==> src/rtl/forwarding_scoreboard.sv <==
// Forwarding scoreboard: age-ordered writeback history resolves NUM_READ operand reads,
// and a pending-register vector stalls reads of long-latency destinations still in flight.
module forwarding_scoreboard #(
   parameter int XLEN        = 32,
   parameter int RF_ADDR_LEN = 5,
   parameter int DEPTH       = 2,
   parameter int NUM_READ    = 2
) (
   input  logic                          clk,
   input  logic                          rst,
   input  logic                          flush,
   input  logic                          wb_valid,
   input  logic [RF_ADDR_LEN-1:0]        wb_rd,
   input  logic [XLEN-1:0]               wb_data,
   input  logic                          issue_valid,
   input  logic                          issue_long,
   input  logic [RF_ADDR_LEN-1:0]        issue_rd,
   input  logic [NUM_READ*RF_ADDR_LEN-1:0] rs_addr,
   input  logic [NUM_READ*XLEN-1:0]      rs_data_rf,
   output logic [NUM_READ*XLEN-1:0]      rs_data,
   output logic [NUM_READ-1:0]           rs_fwd,
   output logic                          stall,
   output logic [RF_ADDR_LEN:0]          pending_cnt,
   output logic [31:0]                   stall_cycles
);

   localparam int NREG = 1 << RF_ADDR_LEN;

   logic [DEPTH-1:0]       histValid_q, histValid_d;
   logic [RF_ADDR_LEN-1:0] histRd_q   [DEPTH];
   logic [RF_ADDR_LEN-1:0] histRd_d   [DEPTH];
   logic [XLEN-1:0]        histData_q [DEPTH];
   logic [XLEN-1:0]        histData_d [DEPTH];
   logic [NREG-1:0]        pending_q, pending_d;
   logic [RF_ADDR_LEN:0]   pendCnt_q, pendCnt_d;
   logic [31:0]            stallCycles_q, stallCycles_d;
   logic                   stallComb;

   // Entry i always holds the write committed i+1 cycles ago; x0 writes never become valid.
   always_comb begin
      histValid_d[0] = wb_valid && (wb_rd != '0);
      histRd_d[0]    = wb_rd;
      histData_d[0]  = wb_data;
      for (int i = 1; i < DEPTH; i++) begin
         histValid_d[i] = histValid_q[i-1];
         histRd_d[i]    = histRd_q[i-1];
         histData_d[i]  = histData_q[i-1];
      end
   end

   // A younger issue of the same register outranks its older writeback; flush beats both.
   always_comb begin
      pending_d = pending_q;
      if (flush) begin
         pending_d = '0;
      end else begin
         if (wb_valid)
            pending_d[wb_rd] = 1'b0;
         if (issue_valid && issue_long && (issue_rd != '0))
            pending_d[issue_rd] = 1'b1;
      end
      pending_d[0] = 1'b0;
      pendCnt_d = '0;
      for (int i = 0; i < NREG; i++)
         pendCnt_d = pendCnt_d + (RF_ADDR_LEN+1)'(pending_d[i]);
      stallCycles_d = stallCycles_q;
      if (stallComb && (stallCycles_q != 32'hFFFF_FFFF))
         stallCycles_d = stallCycles_q + 32'd1;
   end

   always_ff @(posedge clk or negedge rst) begin
      if (!rst) begin
         histValid_q   <= '0;
         pending_q     <= '0;
         pendCnt_q     <= '0;
         stallCycles_q <= '0;
         for (int i = 0; i < DEPTH; i++) begin
            histRd_q[i]   <= '0;
            histData_q[i] <= '0;
         end
      end else begin
         histValid_q   <= histValid_d;
         pending_q     <= pending_d;
         pendCnt_q     <= pendCnt_d;
         stallCycles_q <= stallCycles_d;
         for (int i = 0; i < DEPTH; i++) begin
            histRd_q[i]   <= histRd_d[i];
            histData_q[i] <= histData_d[i];
         end
      end
   end

   // History is scanned oldest to youngest so the youngest hit overwrites; wb bus and x0 then override.
   always_comb begin
      logic [RF_ADDR_LEN-1:0] addr;
      logic [XLEN-1:0]        data;
      logic                   fwd;
      logic                   wbHit;
      rs_data   = '0;
      rs_fwd    = '0;
      stallComb = 1'b0;
      addr      = '0;
      data      = '0;
      fwd       = 1'b0;
      wbHit     = 1'b0;
      for (int p = 0; p < NUM_READ; p++) begin
         addr  = rs_addr[p*RF_ADDR_LEN +: RF_ADDR_LEN];
         data  = rs_data_rf[p*XLEN +: XLEN];
         fwd   = 1'b0;
         wbHit = wb_valid && (wb_rd == addr);
         for (int i = DEPTH-1; i >= 0; i--) begin
            if (histValid_q[i] && (histRd_q[i] == addr)) begin
               data = histData_q[i];
               fwd  = 1'b1;
            end
         end
         if (wbHit) begin
            data = wb_data;
            fwd  = 1'b1;
         end
         if (addr == '0) begin
            data = '0;
            fwd  = 1'b0;
         end
         if ((addr != '0) && pending_q[addr] && !wbHit)
            stallComb = 1'b1;
         if (!rst) begin
            data = rs_data_rf[p*XLEN +: XLEN];
            fwd  = 1'b0;
         end
         rs_data[p*XLEN +: XLEN] = data;
         rs_fwd[p]               = fwd;
      end
      if (!rst)
         stallComb = 1'b0;
   end

   assign stall        = stallComb;
   assign pending_cnt  = pendCnt_q;
   assign stall_cycles = stallCycles_q;

endmodule

==> config.mk <==
export PLATFORM = sky130hd
export DESIGN_NAME = forwarding_scoreboard
export DESIGN_NICKNAME = d
export VERILOG_FILES = /design/src/rtl/forwarding_scoreboard.sv
export SDC_FILE = /design/constraint.sdc
export NUM_CORES = 1
export LEC_CHECK = 0
export CORE_MARGIN = 1.5
export CORE_UTILIZATION = 35
export DETAILED_ROUTE_END_ITERATION = 10
export GPL_ROUTABILITY_DRIVEN = 0
export PLACE_DENSITY = 0.68
export SYNTH_ARGS = -nofsm -noshare
export SYNTH_HDL_FRONTEND = slang
export SYNTH_SLANG_ARGS = --single-unit
==> constraint.sdc <==
create_clock -name clk -period 6.8 [get_ports clk]
set_input_delay 1.36 -clock clk [delete_from_list [all_inputs] [get_ports clk]]
set_output_delay 1.36 -clock clk [all_outputs]
set_load 0.05 [all_outputs]
==> results of run 1 <==
placed cells by master, fill, tap and decap left out, drive strengths merged, types with 3 or more instances in the layout:
cell,n
nor4,7
nand4,11
nor2b,5
nor3b,6
clkinvlp,3
o21a,4
and4,4
inv,56
nor2,7
mux4,8
clkdlybuf4s50,158
a21o,22
mux2,8
xor2,29
nand2,117
nor3,3
a21oi,77
ha,8
clkbuf,18
o21ai,160
bufinv,3
mux2i,19
xnor2,33
nand3,21
and3,17
dfrtp,145
fa,23
buf,120
or3,5
nand3b,6
o221ai,62
kinds of logic after synthesis:
| family | synth area share (%) |
|---|---|
| AO/OA/AOI/OAI | 22.9 |
| XOR/XNOR | 6.22 |
| adder cells (fa/ha/maj) | 6.33 |
| buffers and inverters | 5.90 |
| flip-flops | 41.0 |
| multiplexers | 5.33 |
| AND/OR/NAND/NOR | 12.3 |
repair_timing:
item / 4_1_cts / 5_1_grt
buffers inserted: 0 / 0
setup endpoints to repair: 0 / 2
gates resized for setup: 0 / 4
power groups by stage:
stage / logic [uW] / registers (uW) / clock network [uW]
after detailed placement: 704 / 964 / 0
after floorplan: 290 / 1020 / 0
final: 703 / 948 / 998
after global placement: 701 / 961 / 0
after global routing: 746 / 954 / 1070
after CTS: 707 / 948 / 1030
layout make-up:
type	count	share of cell area (%)
Clock buffer	18	3.39
Clock inverter	13	1.36
Inverter	51	1.48
Multi-Input combinational cell	685	36.4
Sequential cell	145	28.0
Tap cell	330	3.19
Timing Repair Buffer	278	26.1
registers in the layout, summed over array words and instances, names as in the netlist:
| register | count |
|---|---|
| histValid_q | 2 |
| pending_q | 31 |
| histData_d | 32 |
| stall_cycles | 32 |
| histData_q | 32 |
| pending_cnt | 6 |
| histRd_d | 5 |
| histRd_q | 5 |
layer usage:
layer | GRT usage [%] | part of all wire, % | vias to the layer above
met4 | 6.71 | 2.0 | 0
li1 | - | - | 3885
met3 | 4.72 | 6.9 | 37
met1 | 29.2 | 43 | 4075
met2 | 37.0 | 48 | 304
met5 | 0 | 0 | -
worst max path at each step:
| stage | start | endpoint | depth (start not counted) |
|---|---|---|---|
| global placement | wb_rd[2] | pending_cnt[4] | 19 |
| finish | wb_valid | pending_cnt[4] | 20 |
| CTS | wb_rd[2] | pending_cnt[4] | 20 |
| global route | wb_rd[2] | pending_cnt[4] | 19 |
| detailed placement | wb_valid | pending_cnt[4] | 19 |
| floorplan | wb_rd[2] | pending_cnt[4] | 19 |
stage by stage:
| step | instance area [um2] | total power, uW | setup TNS [ps] |
|---|---|---|---|
| after floorplan | 8850 | 1310 | 0 |
| after global placement | 12300 | 1660 | -324 |
| after detailed placement | 12300 | 1670 | -629 |
| after CTS | 12900 | 2680 | 0 |
| after global routing | 12900 | 2770 | 0 |
| final | 12900 | 2650 | 0 |
==> results.ini, run 1 <==
[grt]
grt_pass1_vias = 8103
antenna_found_initial = 0
grt-ovfl-total = 0
grt_max_degree = 85
grt_pass1_wl_mm = 45.5
track_usage_pct = 22.3

[min_path]
min_to = histData_q[24]
hold_class = flip-flop to flip-flop
min_from = histData_d[24]
holdPathStages = 0

[power_and_ir_drop]
pwr-share-comb_pct = 26.5
ir_drop_uv = 179
leakage_uw = 0.00544
seqPwrFrac_pct = 35.8
internal-power_uw = 1800
clkPwrFrac_pct = 37.7
p_sw_uw = 844
p_sw_share_pct = 31.9
power.density_nw_per_um2 = 205

[cells_and_area]
syn2layout_area_growth_pct = 46.2
fin_util_pct = 51.8
seqCellArea_um2 = 3630
nets = 1331
instances_no_fill = 1520
multi_input_comb_area_um2 = 4710
fillers = 2317
n_antenna_cell = 0
drive_gt1_share_pct = 14.9

[floorplan]
io_pins = 227
fp.dieW_um = 162
fp.dieH_um = 162
num_rows = 58
start_util_pct = 35.4
core_area_um2 = 25000
die_area_um2 = 26200

[route]
drtPass1Iterations = 5
wl_mm = 29.0
drt_iter0_markers = 828
via_count = 8301
drc_errors = 0
wl_per_cell_um = 19.1
ant_nets = 0
route.detailed.vias_per_inst = 5.46

[logic_synthesis]
yosysMostFrequentCell = o21ai_0
syn_nets = 1107
synth.cell_area_um2 = 8850
synth-main-ff-cell = dfrtp_1
ys_async_sr_fraction_pct = 100
synthTopCellsByArea = dfrtp_1 (41%), o21ai_0 (9.0%), o221ai_1 (6.1%)
synth_top_area_share_pct = 41.0
synth.distinct_cells = 54
synth_common_cells = o21ai_0 (160), dfrtp_1 (145), nand2_1 (117), a21oi_1 (77), o221ai_1 (62)
synth_enable_flop_cells = 0
synth_warnings = 0
synth_seq_cells = 145
syn_avg_cell_area_um2 = 9.28
yosysTopAreaCell = dfrtp_1
ys_seq_area_share_pct = 41.0
netlist_instances = 954

[clock_network]
cts_root_buf = clkbuf_16
cts_tree = built
path_clk_slew_ps = 70
clock_latency_ps = 420
numCtsBuffers = 17
cts.path.max_buffers = 2
cts_hold_buf = 0
h-tree-depth = 4
cts_sinks = 145

[critical_path]
critPathKind = primary input to flip-flop
cpMaxStageDelayCell = fa_1
path_delay_family = adder cells
critical_path_buf_inv_count = 6
cp.arrival_ps = 6960
path_max_fanout = 6
crit_top_cell = fa_1
r2r_slack_ps = 1780
worstPathCellList = clkdlybuf4s50_1 -> buf_4 -> nand3b_1 -> buf_4 -> o21ai_0 -> a21o_1 -> fa_1 -> fa_1 -> fa_1 -> fa_1 -> fa_1 -> inv_1 -> fa_1 -> fa_1 -> inv_1 -> fa_1 -> inv_1 -> a21o_1 -> a21oi_1 -> xnor2_1
slowest_delay_ps = 590
cp.required_ps = 7140
reg2reg_to = pending_cnt[4]
start_kind = primary input
reg2reg_from = pending_q[8]
reg2reg_depth = 17
end_kind = flip-flop

[placed_design]
hpwl_mm = 20.5
pre_cts_slack_ps = -262
portBuffers = 226
placedCellCount = 1489

[sta]
hold-worst-slack_ps = 394
finalCritPeriodShare_pct = 97.5
fin_skew_ps = 10.2
finalHoldViolCount = 0
slew_headroom_pct = 49.8
maxSlewViolCount = 0
setup_slack_ps = 172
tightest_slew_ps = 753
fin_crit_ps = 6630
timing.fmax_mhz = 151
setup_viol = 0
rsz0062_at_grt = no

[flow_run]
cap_violations = 0

[outcome]
status = finished, final reports clean

Power figures use the tool's default switching activity.
==> run 2, diff against run 1 <==
--- a/config.mk
+++ b/config.mk
@@ -5,11 +5,13 @@
 export SDC_FILE = /design/constraint.sdc
 export NUM_CORES = 1
 export LEC_CHECK = 0
+export CAP_MARGIN = 20
 export CORE_MARGIN = 1.5
-export CORE_UTILIZATION = 35
+export CORE_UTILIZATION = 50
+export CTS_BUF_LIST = sky130_fd_sc_hd__clkbuf_16
 export DETAILED_ROUTE_END_ITERATION = 10
 export GPL_ROUTABILITY_DRIVEN = 0
-export PLACE_DENSITY = 0.68
+export PLACE_DENSITY = 0.89
 export SYNTH_ARGS = -nofsm -noshare
 export SYNTH_HDL_FRONTEND = slang
 export SYNTH_SLANG_ARGS = --single-unit
==> run 2 against run 1 <==
  * Via count grew 5.7%
  * Final cell count decreased by 6.9%
  * Clock skew grew 2.4 ps
  * Core utilization grew 22 points
  * Total power down 1.3%
  * Maximum frequency up 0.61%
==> results.ini, run 2 (synthesis results as in run 1) <==
[sta]
finalSetupTns_ps = 0  ; unchanged
rsz0062_at_grt = no
maxSlewViolCount = 0  ; unchanged
fin_crit_ps = 6590  ; -40.3 ps
finalCritPeriodShare_pct = 96.9  ; -0.59 points
slew_headroom_pct = 37.1  ; -13 points
setup_slack_ps = 212  ; +40.3 ps
finalHoldViolCount = 0  ; unchanged
setup_viol = 0  ; unchanged
timing.fmax_mhz = 152  ; +0.61%
tightest_slew_ps = 943  ; +191 ps
fin_skew_ps = 12.6  ; +2.40 ps
hold-worst-slack_ps = 398  ; +4.36 ps

[power_and_ir_drop]
total_power_uw = 2620  ; -1.3%
seqPwrFrac_pct = 36.2  ; +0.4 points
leakage_uw = 0.00541  ; -0.52%
p_sw_share_pct = 32.7  ; +0.80 points
p_sw_uw = 854  ; +1.2%
clkPwrFrac_pct = 37.0  ; -0.7 points
internal-power_uw = 1760  ; -2.4%
ir_drop_uv = 302  ; +69%
pwr-share-comb_pct = 26.9  ; +0.4 points
power.density_nw_per_um2 = 205  ; +0.31%

[outcome]
status = finished, final reports clean

[placed_design]
hpwl_mm = 20.0  ; -2.1%
pre_cts_slack_ps = -275  ; -12.7 ps
portBuffers = 226  ; unchanged

[critical_path]
slowest_delay_ps = 570  ; -20 ps
cp.required_ps = 7150  ; about the same
reg2reg_depth = 17  ; unchanged
cpMaxStageDelayCell = fa_1
cp.arrival_ps = 6940  ; -20 ps
crit_top_cell = fa_1
end_kind = flip-flop
reg2reg_to = pending_cnt[4]
r2r_slack_ps = 1730  ; -50 ps
path_max_fanout = 4  ; -2
start_kind = primary input
reg2reg_from = pending_q[1]
worstPathCellList = clkdlybuf4s50_1 -> or3b_2 -> o21ai_1 -> a21oi_1 -> fa_1 -> inv_1 -> fa_1 -> fa_1 -> fa_1 -> fa_1 -> inv_1 -> fa_1 -> fa_1 -> inv_1 -> fa_1 -> inv_1 -> a21o_1 -> a21oi_1 -> xnor2_1
critPathKind = primary input to flip-flop

[cells_and_area]
syn2layout_area_growth_pct = 43.9
layout_commonest_cell = clkdlybuf4s50_1
drive_gt1_share_pct = 14.6  ; -0.31 points
fin_util_pct = 73.6  ; +22 points
final_cell_mix = clkdlybuf4s50_1 (158), o21ai_0 (151), dfrtp_1 (145)
nets = 1328  ; -0.23%

[floorplan]
fp.dieW_um = 136  ; -16%
io_pins = 227  ; unchanged
start_util_pct = 51.2  ; +16 points
die_area_um2 = 18500  ; -29%
fp.dieH_um = 136  ; -16%
core_area_um2 = 17300  ; -31%
num_rows = 48  ; -17%

[grt]
grt_max_degree = 179  ; +110%
track_usage_pct = 31.9  ; +9.6 points
antenna_found_initial = 3  ; +3
grt_pass1_wl_mm = 45.4  ; about the same
grt-ovfl-total = 0  ; unchanged
grt_pass1_vias = 8682  ; +7.1%

[route]
wl_mm = 29.0  ; +0.26%
drtPass1Iterations = 6  ; +1
ant_nets = 0  ; unchanged
via_count = 8772  ; +5.7%
drt_iter0_markers = 717  ; -13%
route.detailed.vias_per_inst = 6.20  ; +14%
wl_per_cell_um = 20.5  ; +7.7%
drc_errors = 0  ; unchanged

[clock_network]
cts_sinks = 145  ; unchanged
cts_root_buf = clkbuf_16
cts_tree = built
clock_latency_ps = 430  ; about the same
cts.path.max_buffers = 2  ; unchanged
numCtsBuffers = 17  ; unchanged
path_clk_slew_ps = 60  ; about the same
h-tree-depth = 4  ; unchanged
cts_hold_buf = 0  ; unchanged

[min_path]
hold_class = flip-flop to flip-flop
holdPathStages = 0  ; unchanged
min_from = histData_d[20]
min_to = histData_q[20]

[flow_run]
cap_violations = 0  ; unchanged

run 2: what timing repair did:
| item | 4_1_cts | 5_1_grt |
|---|---|---|
| gates resized for setup | 0 | 10 |
| setup endpoints to repair | 0 | 3 |
| buffers inserted | 0 | 0 |
run 2: power by group through the flow:
stage	combinational, uW	sequential, uW	clock [uW]
finish	703	946	967
global route	743	952	1010
CTS	703	945	973
detailed placement	698	961	0
global placement	687	959	0
floorplan	290	1020	0
run 2: layer usage:
| metal | wire length (um) | vias up | GRT usage (%) | part of all wire (%) |
|---|---|---|---|---|
| met5 | 11 | - | 0 | 0.038 |
| met4 | 1450 | 2 | 17.7 | 5.0 |
| met3 | 2880 | 123 | 6.79 | 9.9 |
| met2 | 14000 | 566 | 51.3 | 48 |
| met1 | 10700 | 4193 | 40.0 | 37 |
| li1 | - | 3888 | - | - |
run 2: worst max-delay path by stage:
stage	end	from	slack [ps]	cells after the start
finish	pending_cnt[4]	wb_rd[2]	210	19
global placement	pending_cnt[4]	wb_rd[2]	-160	19
global route	pending_cnt[4]	wb_rd[0]	20	20
floorplan	pending_cnt[4]	wb_rd[2]	210	19
detailed placement	pending_cnt[4]	wb_valid	-280	19
CTS	pending_cnt[4]	wb_valid	80	18
run 2: worst max-delay path: cells and delay by family:
kind                       cells  cell delay [ps]
adders and majority gates      8             3590
buffers and inverters          5              720
AOI/OAI and AO/OA              4              630
and+or+nand+nor                1              510
xor gates and xnor gates       1              130
run 2: cell type report:
| cell class | instances | area (um2) |
|---|---|---|
| antenna | 2 | 5.00 |
| clock inverter | 15 | 173 |
| timing repair buffer | 275 | 3330 |
| clock buffer | 17 | 425 |
| fill | 1208 | 4560 |
| sequential | 145 | 3630 |
| tap | 225 | 282 |
| inverter | 51 | 191 |
| multi-input combinational | 685 | 4700 |
run 2: metrics by stage:
| step | instances | instance area [um2] |
|---|---|---|
| after floorplan | 954 | 8850 |
| after global placement | 1381 | 12100 |
| after detailed placement | 1381 | 12100 |
| after CTS | 1413 | 12700 |
| after global routing | 1415 | 12700 |
| final | 1415 | 12700 |
